## config.mk

```make
export PLATFORM = sky130hd
export DESIGN_NAME = multicycle_control
export DESIGN_NICKNAME = d
export VERILOG_FILES = /design/src/rtl/multicycle_control.sv
export SDC_FILE = /design/constraint.sdc
export NUM_CORES = 1
export LEC_CHECK = 0
export ABC_AREA = 1
export CORE_ASPECT_RATIO = 0.9
export CORE_MARGIN = 1
export CORE_UTILIZATION = 26
export DETAILED_ROUTE_END_ITERATION = 10
export MAX_ROUTING_LAYER = met4
export PLACE_DENSITY = 0.54
export SYNTH_ARGS = -nofsm -noshare
export SYNTH_HDL_FRONTEND = slang
export SYNTH_SLANG_ARGS = --single-unit
export TNS_END_PERCENT = 1
```

## constraint.sdc

```tcl
create_clock -name clk -period 4.8 [get_ports clk]
set_clock_uncertainty 0.1 [all_clocks]
set_input_delay 0.48 -clock clk [delete_from_list [all_inputs] [get_ports clk]]
set_output_delay 0.48 -clock clk [all_outputs]
set_load 0.01 [all_outputs]
```

## src/rtl/multicycle_control.sv

```systemverilog
// Multi-cycle RV32 main control: sequences FETCH/DECODE/EXEC/MEM/WB with
// imem/dmem handshakes, memory timeout trap and a retired-instruction counter.
module multicycle_control #(
   parameter int unsigned INST_WIDTH     = 32,
   parameter int unsigned OPCODE_WIDTH   = 7,
   parameter int unsigned TIMEOUT_CYCLES = 16,
   parameter int unsigned CNT_WIDTH      = 32
) (
   input  logic                  clk,
   input  logic                  rst_n,
   input  logic [INST_WIDTH-1:0] inst,
   input  logic                  imem_ready,
   input  logic                  dmem_ready,
   input  logic                  trap_clr,
   output logic                  imem_req,
   output logic                  dmem_req,
   output logic                  IRWrite,
   output logic                  PCWrite,
   output logic                  PCWriteCond,
   output logic                  ALUSrc,
   output logic                  MemtoReg,
   output logic                  RegWrite,
   output logic                  MemRead,
   output logic                  MemWrite,
   output logic                  Branch,
   output logic [1:0]            ALUOp,
   output logic                  trap,
   output logic                  trap_cause,
   output logic [CNT_WIDTH-1:0]  retired,
   output logic [2:0]            state
);

   localparam int unsigned TCNT_W = $clog2(TIMEOUT_CYCLES + 1);
   localparam logic [TCNT_W-1:0] TCNT_LAST = TCNT_W'(TIMEOUT_CYCLES - 1);

   localparam logic [OPCODE_WIDTH-1:0] OP_R      = OPCODE_WIDTH'(7'b0110011);
   localparam logic [OPCODE_WIDTH-1:0] OP_I      = OPCODE_WIDTH'(7'b0010011);
   localparam logic [OPCODE_WIDTH-1:0] OP_LOAD   = OPCODE_WIDTH'(7'b0000011);
   localparam logic [OPCODE_WIDTH-1:0] OP_STORE  = OPCODE_WIDTH'(7'b0100011);
   localparam logic [OPCODE_WIDTH-1:0] OP_BRANCH = OPCODE_WIDTH'(7'b1100011);
   localparam logic [OPCODE_WIDTH-1:0] OP_JAL    = OPCODE_WIDTH'(7'b1101111);

   typedef enum logic [2:0] {
      S_IDLE   = 3'd0,
      S_FETCH  = 3'd1,
      S_DECODE = 3'd2,
      S_EXEC   = 3'd3,
      S_MEM    = 3'd4,
      S_WB     = 3'd5,
      S_TRAP   = 3'd6
   } state_t;

   typedef enum logic [2:0] {
      C_R      = 3'd0,
      C_I      = 3'd1,
      C_LOAD   = 3'd2,
      C_STORE  = 3'd3,
      C_BRANCH = 3'd4,
      C_JAL    = 3'd5
   } class_t;

   state_t                  r_state;
   state_t                  w_state_nxt;
   class_t                  r_class;
   class_t                  w_class_nxt;
   logic                    r_trap_cause;
   logic                    w_cause_nxt;
   logic [TCNT_W-1:0]       r_tcnt;
   logic                    w_tcnt_inc;
   logic                    w_retire;
   logic [CNT_WIDTH-1:0]    r_retired;
   logic [OPCODE_WIDTH-1:0] w_opcode;
   logic                    w_unused_inst;

   assign w_opcode      = inst[OPCODE_WIDTH-1:0];
   assign w_unused_inst = ^inst[INST_WIDTH-1:OPCODE_WIDTH];
   assign retired       = r_retired;
   assign state         = r_state;

   // State register
   always_ff @(posedge clk or negedge rst_n) begin
      if (!rst_n) r_state <= S_IDLE;
      else        r_state <= w_state_nxt;
   end

   // Next-state and Moore/handshake output decode
   always_comb begin
      w_state_nxt = r_state;
      w_class_nxt = r_class;
      w_cause_nxt = r_trap_cause;
      w_tcnt_inc  = 1'b0;
      w_retire    = 1'b0;
      imem_req    = 1'b0;
      dmem_req    = 1'b0;
      IRWrite     = 1'b0;
      PCWrite     = 1'b0;
      PCWriteCond = 1'b0;
      ALUSrc      = 1'b0;
      MemtoReg    = 1'b0;
      RegWrite    = 1'b0;
      MemRead     = 1'b0;
      MemWrite    = 1'b0;
      Branch      = 1'b0;
      ALUOp       = 2'b00;
      trap        = 1'b0;
      trap_cause  = 1'b0;
      case (r_state)
         S_IDLE: w_state_nxt = S_FETCH;
         S_FETCH: begin
            imem_req = 1'b1;
            if (imem_ready) begin
               IRWrite     = 1'b1;
               PCWrite     = 1'b1;
               w_state_nxt = S_DECODE;
            end else if (r_tcnt == TCNT_LAST) begin
               w_cause_nxt = 1'b1;
               w_state_nxt = S_TRAP;
            end else begin
               w_tcnt_inc = 1'b1;
            end
         end
         S_DECODE: begin
            w_state_nxt = S_EXEC;
            case (w_opcode)
               OP_R:      w_class_nxt = C_R;
               OP_I:      w_class_nxt = C_I;
               OP_LOAD:   w_class_nxt = C_LOAD;
               OP_STORE:  w_class_nxt = C_STORE;
               OP_BRANCH: w_class_nxt = C_BRANCH;
               OP_JAL:    w_class_nxt = C_JAL;
               default: begin
                  w_cause_nxt = 1'b0;
                  w_state_nxt = S_TRAP;
               end
            endcase
         end
         S_EXEC: begin
            case (r_class)
               C_R: begin
                  ALUOp       = 2'b10;
                  w_state_nxt = S_WB;
               end
               C_I: begin
                  ALUSrc      = 1'b1;
                  ALUOp       = 2'b10;
                  w_state_nxt = S_WB;
               end
               C_LOAD, C_STORE: begin
                  ALUSrc      = 1'b1;
                  w_state_nxt = S_MEM;
               end
               C_BRANCH: begin
                  Branch      = 1'b1;
                  ALUOp       = 2'b01;
                  PCWriteCond = 1'b1;
                  w_retire    = 1'b1;
                  w_state_nxt = S_FETCH;
               end
               default: begin
                  Branch      = 1'b1;
                  PCWrite     = 1'b1;
                  w_retire    = 1'b1;
                  w_state_nxt = S_FETCH;
               end
            endcase
         end
         S_MEM: begin
            dmem_req = 1'b1;
            ALUSrc   = 1'b1;
            MemRead  = (r_class == C_LOAD);
            MemWrite = (r_class == C_STORE);
            if (dmem_ready) begin
               if (r_class == C_LOAD) begin
                  w_state_nxt = S_WB;
               end else begin
                  w_retire    = 1'b1;
                  w_state_nxt = S_FETCH;
               end
            end else if (r_tcnt == TCNT_LAST) begin
               w_cause_nxt = 1'b1;
               w_state_nxt = S_TRAP;
            end else begin
               w_tcnt_inc = 1'b1;
            end
         end
         S_WB: begin
            RegWrite    = 1'b1;
            MemtoReg    = (r_class == C_LOAD);
            w_retire    = 1'b1;
            w_state_nxt = S_FETCH;
         end
         S_TRAP: begin
            trap       = 1'b1;
            trap_cause = r_trap_cause;
            if (trap_clr) w_state_nxt = S_FETCH;
         end
         default: w_state_nxt = S_IDLE;
      endcase
   end

   // Class latch, trap cause, timeout counter (cleared on any state change), retire count
   always_ff @(posedge clk or negedge rst_n) begin
      if (!rst_n) begin
         r_class      <= C_R;
         r_trap_cause <= 1'b0;
         r_tcnt       <= '0;
         r_retired    <= '0;
      end else begin
         r_class      <= w_class_nxt;
         r_trap_cause <= w_cause_nxt;
         if (w_state_nxt != r_state) r_tcnt <= '0;
         else if (w_tcnt_inc)        r_tcnt <= r_tcnt + TCNT_W'(1);
         if (w_retire) r_retired <= r_retired + CNT_WIDTH'(1);
      end
   end

endmodule
```

# After elaboration in Yosys (flattened, before gate mapping)

Index checks and enable logic that the tools add are counted.

Flip-flop bits (word level): 44
Input bits: 37

Add/subtract/negate cells: 2
Equal/unequal tests: 21
Muxes and demuxes: 43
Reduce and logical (&&, ||, !) cells: 14

Operator list:

| cell                                                 | number |
|---|---|
| case mux 3 bit (6 select lines)                      | 2 |
| adder 32 x 1 -> 32 bit (second input constant)       | 1 |
| 2-to-1 mux 1 bit                                     | 25 |
| 2-to-1 mux 3 bit                                     | 6 |
| equality test 7 x 6 -> 1 bit (second input constant) | 2 |
| equality test 7 bit (second input constant)          | 2 |
| equality test 3 x 2 -> 1 bit (second input constant) | 4 |
| equality test 3 bit (second input constant)          | 4 |
| 2-to-1 mux 5 bit                                     | 2 |
| equality test 7 x 2 -> 1 bit (second input constant) | 1 |
| equality test 7 x 5 -> 1 bit (second input constant) | 1 |
| equality test 3 x 1 -> 1 bit (second input constant) | 2 |
| logical NOT 3 bit                                    | 2 |
| inequality test 2 bit (second input constant)        | 3 |
| case mux 1 bit (2 select lines)                      | 3 |
| case mux 1 bit (3 select lines)                      | 2 |
| case mux 3 bit (2 select lines)                      | 1 |
| nonzero test 6 bit                                   | 1 |
| OR reduction 2 bit                                   | 3 |
| OR reduction 6 bit                                   | 1 |
| adder 5 x 1 -> 5 bit (second input constant)         | 1 |
| equality test 5 x 4 -> 1 bit (second input constant) | 1 |
| OR reduction 5 bit                                   | 1 |
| case mux 2 bit (2 select lines)                      | 1 |
| other kinds (8)                                      | 8 |

# Logic depth before layout (Yosys ltp)

Depth in word-level cells: 6
Depth in mapped cells: 12

# Least setup slack after synthesis

OpenSTA, ideal clock, no wires.

Kind: register -> register
Start: register r_tcnt[0]
End: register r_tcnt[2]
Data arrival time: 1,602 ps
Path slack: 2,978 ps
Stages on the path, launching flop included: 12
Buffers on the path: 0
Period minus slack after synthesis: 1,822 ps
Cell sequence: dfrtp_1 -> ha_1 -> and3_1 -> ha_1 -> nor2_1 -> nand3_2 -> o21ai_1 -> nor2_1 -> nand2_1 -> a21oi_1 -> nand2_1 -> nor2_1

Word-level cells in the longest chain between the ends: 6
Elaborated cells between the ends (all ways): 14
Classes of those cells: add/sub: 1; eq/ne: 2; mux: 10; reduce/logical: 1

Ends and longest elaborated chain:

| what                                                          | line     | RTL |
|---|---|---|
| start, declared                                               | 68       | `logic [TCNT_W-1:0] r_tcnt;` |
| start signal, assigned                                        | 212      | `else if (w_tcnt_inc) r_tcnt <= r_tcnt + TCNT_W'(1);` |
| equality test 5 x 4 -> 1 bit (*)                              | 115, 179 |  |
| 2-to-1 mux 3 bit (*)                                          | 115, 179 |  |
| 2-to-1 mux 3 bit, on equally long branches                    | 172, 111 |  |
| case mux 3 bit (6 select lines) (*)                           | 107      | `case (r_state)` |
| named net w_state_nxt[0]                                      | 63       | `state_t w_state_nxt;` |
| inequality test 3 bit (*)                                     | 211      | `if (w_state_nxt != r_state) r_tcnt <= '0;` |
| 2-to-1 mux 5 bit / nonzero test 2 bit (equally long branches) | n/a      |  |

The timed path passes the listed nets; every way through them passes the cells marked *. The select of a mux whose other input is x is not followed.
A chain may end at the register's enable or synchronous reset.

# Final worst setup path

Start: register r_state[2] (netlist: state[2])
End: output PCWrite

Word-level cells in the longest chain between the ends: 2
Elaborated cells between the ends (all ways): 3
Classes of those cells: eq/ne: 2; mux: 1

Ends and longest elaborated chain:

| what                                                                                | line | RTL |
|---|---|---|
| start, declared                                                                     | 62   | `state_t r_state;` |
| start signal, assigned                                                              | 83   | `else r_state <= w_state_nxt;` |
| equality test 3 x 2 -> 1 bit / equality test 3 x 1 -> 1 bit (equally long branches) | 107  |  |
| case mux 1 bit (2 select lines) (*)                                                 | 107  |  |
| end, declared                                                                       | 18   | `output logic PCWrite,` |

Every way passes the cells marked *; elsewhere a longest branch is shown, timed or not.

==> flow_metrics.py <==
metrics = {
    "layout": {
        "fillers": 1155,
        "nets": 508,
        "syn2layout_area_growth_pct": 30.7,
        "antenna_cells": 0,
        "postLayoutCellArea_um2": 3760,
        "fin_cells": 601,
        "drive_gt1_share_pct": 5.98,
    },
    "detailed_routing": {
        "dr.first_iter.drc_count": 95,
        "firstDrtPassIters": 4,
        "dr_total_vias": 2675,
        "wl_um": 7320,
        "viasPerCell": 4.45,
        "drc": 0,
        "wl_per_cell_um": 12.2,
        "ant_nets": 0,
    },
    "clocking": {
        "cts_made_buffers": 5,
        "cts_setup_buffers": 0,
        "cts.clk_slew.worst_paths_ns": 0.06,
        "cts-root-buf": "clkbuf_16",
        "cts_tree": "done",
        "cts.sinks": 44,
        "cts_max_path_buffers": 2,
        "ctsHoldBuffers": 0,
        "clk_latency_ns": 0.28,
        "cts_resized": 0,
        "htreeDepth": 2,
    },
    "floorplanning": {
        "rows": 36,
        "dieArea_um2": 11500,
        "core_um2": 10800,
        "die_w_um": 113,
        "io_pins": 87,
        "die_h_um": 102,
        "start_util_pct": 26.6,
    },
    "timing": {
        "min_period_over_period_pct": 54.9,
        "hold_viol": 0,
        "grt_setup_unrepaired": "no",
        "slew_viol_final": 0,
        "layout_min_cycle_time_ns": 2.64,
        "relSlewSlack_pct": 34.8,
        "worstMarginPinSlew_ns": 0.978,
        "worst_slack_ns": 2.16,
        "fmax_ghz": 0.379,
        "setup_viol": 0,
        "tns_ns": 0,
    },
    "place": {
        "placed_area_um2": 3600,
        "hpwl_um": 5690,
        "portBuffers": 61,
        "dp_slack_ns": 2.14,
        "place_congestion": 0.873,
        "place_inst": 594,
    },
    "logic_synthesis": {
        "synth_edf_count": 0,
        "yosys.area.top_type": "dfrtp_1",
        "synthTopCellsByCount": "nand2_1 (138), nor2_1 (58), dfrtp_1 (44)",
        "syn_avg_cell_area_um2": 7.08,
        "seq_area_frac_synth_pct": 38.3,
        "synth-seq-cells": 44,
        "yosysMostFrequentCell": "nand2_1",
        "ys.flop_type": "dfrtp_1",
        "ys_types": 32,
        "syn-instance-count": 406,
        "synth_area_um2": 2870,
        "yosys_warnings": 0,
        "yosys-top-cells-area": "dfrtp_1 (38%), nand2_1 (18%), nor2_1 (7.6%)",
        "ys_async_sr_fraction_pct": 100,
        "yosysTopAreaCellShare_pct": 38.3,
        "synth_fp_nets": 446,
    },
    "pwr": {
        "powerDensity_nw_per_um2": 372,
        "p_total_mw": 1.40,
        "p_leak_nw": 1.65,
        "ir_worst_vdd_v": 0.000218,
    },
    "critical_path": {
        "worstPathMaxFanout": 14,
        "cp-start-kind": "flop",
        "cp_slowest_cell": "dfrtp_1",
        "critical_path_arrival_ns": 2.06,
        "critical_path_buf_inv_count": 3,
        "cpMostUsedCell": "inv_1",
        "slowest_delay_ns": 0.57,
        "cp.required_ns": 4.22,
        "path_cells": "inv_1, nand3_1, nor2_1, inv_1, o21ai_0, clkdlybuf4s50_1",
        "critPathCaptureType": "output port",
        "path_delay_family": "buffers and inverters",
        "crit_type": "flop to output port",
    },
    "grt": {
        "grt_pass1_wl_um": 12800,
        "grt-ovfl-total": 0,
        "grt_antenna_before_repair": 0,
        "grt_pass1_vias": 2669,
        "track_usage_pct": 14.5,
        "grt_max_degree": 45,
    },
    "flow_run": {
        "cap_violations": 0,
    },
    "outcome": {
        "outcome": "completed",
    },
    "hold_path": {
        "min_path_type": "input pin to async pin",
    },
}
==> metrics by stage <==
stage / utilization [%] / hold slack [ns]
3_5_place_dp: 33.3 / 0.412
3_3_place_gp: 33.3 / 0.413
5_1_grt: 34.7 / 0.359
4_1_cts: 34.7 / 0.302
6_report: 34.7 / 0.257
2_1_floorplan: - / 0.0844
==> metal layers <==
layer  up-vias  global-route usage (%)  share of wire (%)
met2        57                    24.4                 46
met4         0                    2.56               0.56
met1      1212                    18.0                 49
met5         -                       -                  0
met3         5                    3.53                4.2
li1       1401                       -                  -
==> report_power, final <==
| part | total (mW) | internal (mW) | leakage (nW) | switching, mW |
|---|---|---|---|---|
| clock network | 0.350 | 0.218 | 0.0760 | 0.132 |
| logic | 0.533 | 0.218 | 0.986 | 0.315 |
| registers | 0.513 | 0.420 | 0.584 | 0.0933 |
| total | 1.40 | 0.856 | 1.65 | 0.541 |
==> area by class of cell <==
cell class | instances | area, µm² | share of cell area (%)
well taps | 133 | 166 | 4.43
repair buffers | 61 | 606 | 16.1
clock buffers | 7 | 153 | 4.06
multi-input cells | 314 | 1570 | 41.9
flip-flops and latches | 44 | 1100 | 29.3
inverters | 42 | 158 | 4.20
==> worst paths after layout <==
kind,startpoint,end,slack [ns],depth (start not counted)
max,state[2],PCWrite,2.16,6
min,rst_n,retired[11],0.26,1
max reg2reg,state[2],retired[10],2.34,8
min reg2reg,retired[6],retired[6],0.42,1
max in group asynchronous,rst_n,r_trap_cause,3.73,1
min in group clk,retired[6],retired[6],0.42,1
==> placed cells by master, fill, tap and decap left out, types with 3 or more instances in the layout <==
cell type / n
o21ai_0: 10
clkbuf_16: 5
dfrtp_1: 44
nand4_1: 8
nor2_1: 58
a21oi_1: 3
nand3b_1: 3
xor2_1: 20
nor3_1: 18
inv_2: 3
xnor2_1: 11
ha_1: 3
nand3_2: 4
inv_1: 39
nand2_1: 138
nand2_2: 3
nor2_2: 4
clkdlybuf4s50_1: 60
nand3_1: 17
==> state kept, by name, indices dropped and copies added, names as in the netlist <==
name          flops
r_tcnt            5
r_trap_cause      1
state             3
r_class           3
retired          32
==> cell families (layout without fill, tap and decap cells) <==
logic type | Yosys count | in the layout | share of synthesized area (%)
flip-flops | 44 | 44 | 38.3
AND/OR/NAND/NOR | 261 | 261 | 39.8
XOR/XNOR | 31 | 31 | 9.45
buffers and inverters | 48 | 110 | 6.92
adder cells (fa/ha/maj) | 3 | 3 | 1.31
AO/OA/AOI/OAI | 19 | 19 | 4.18
Power figures use the tool's default switching activity.
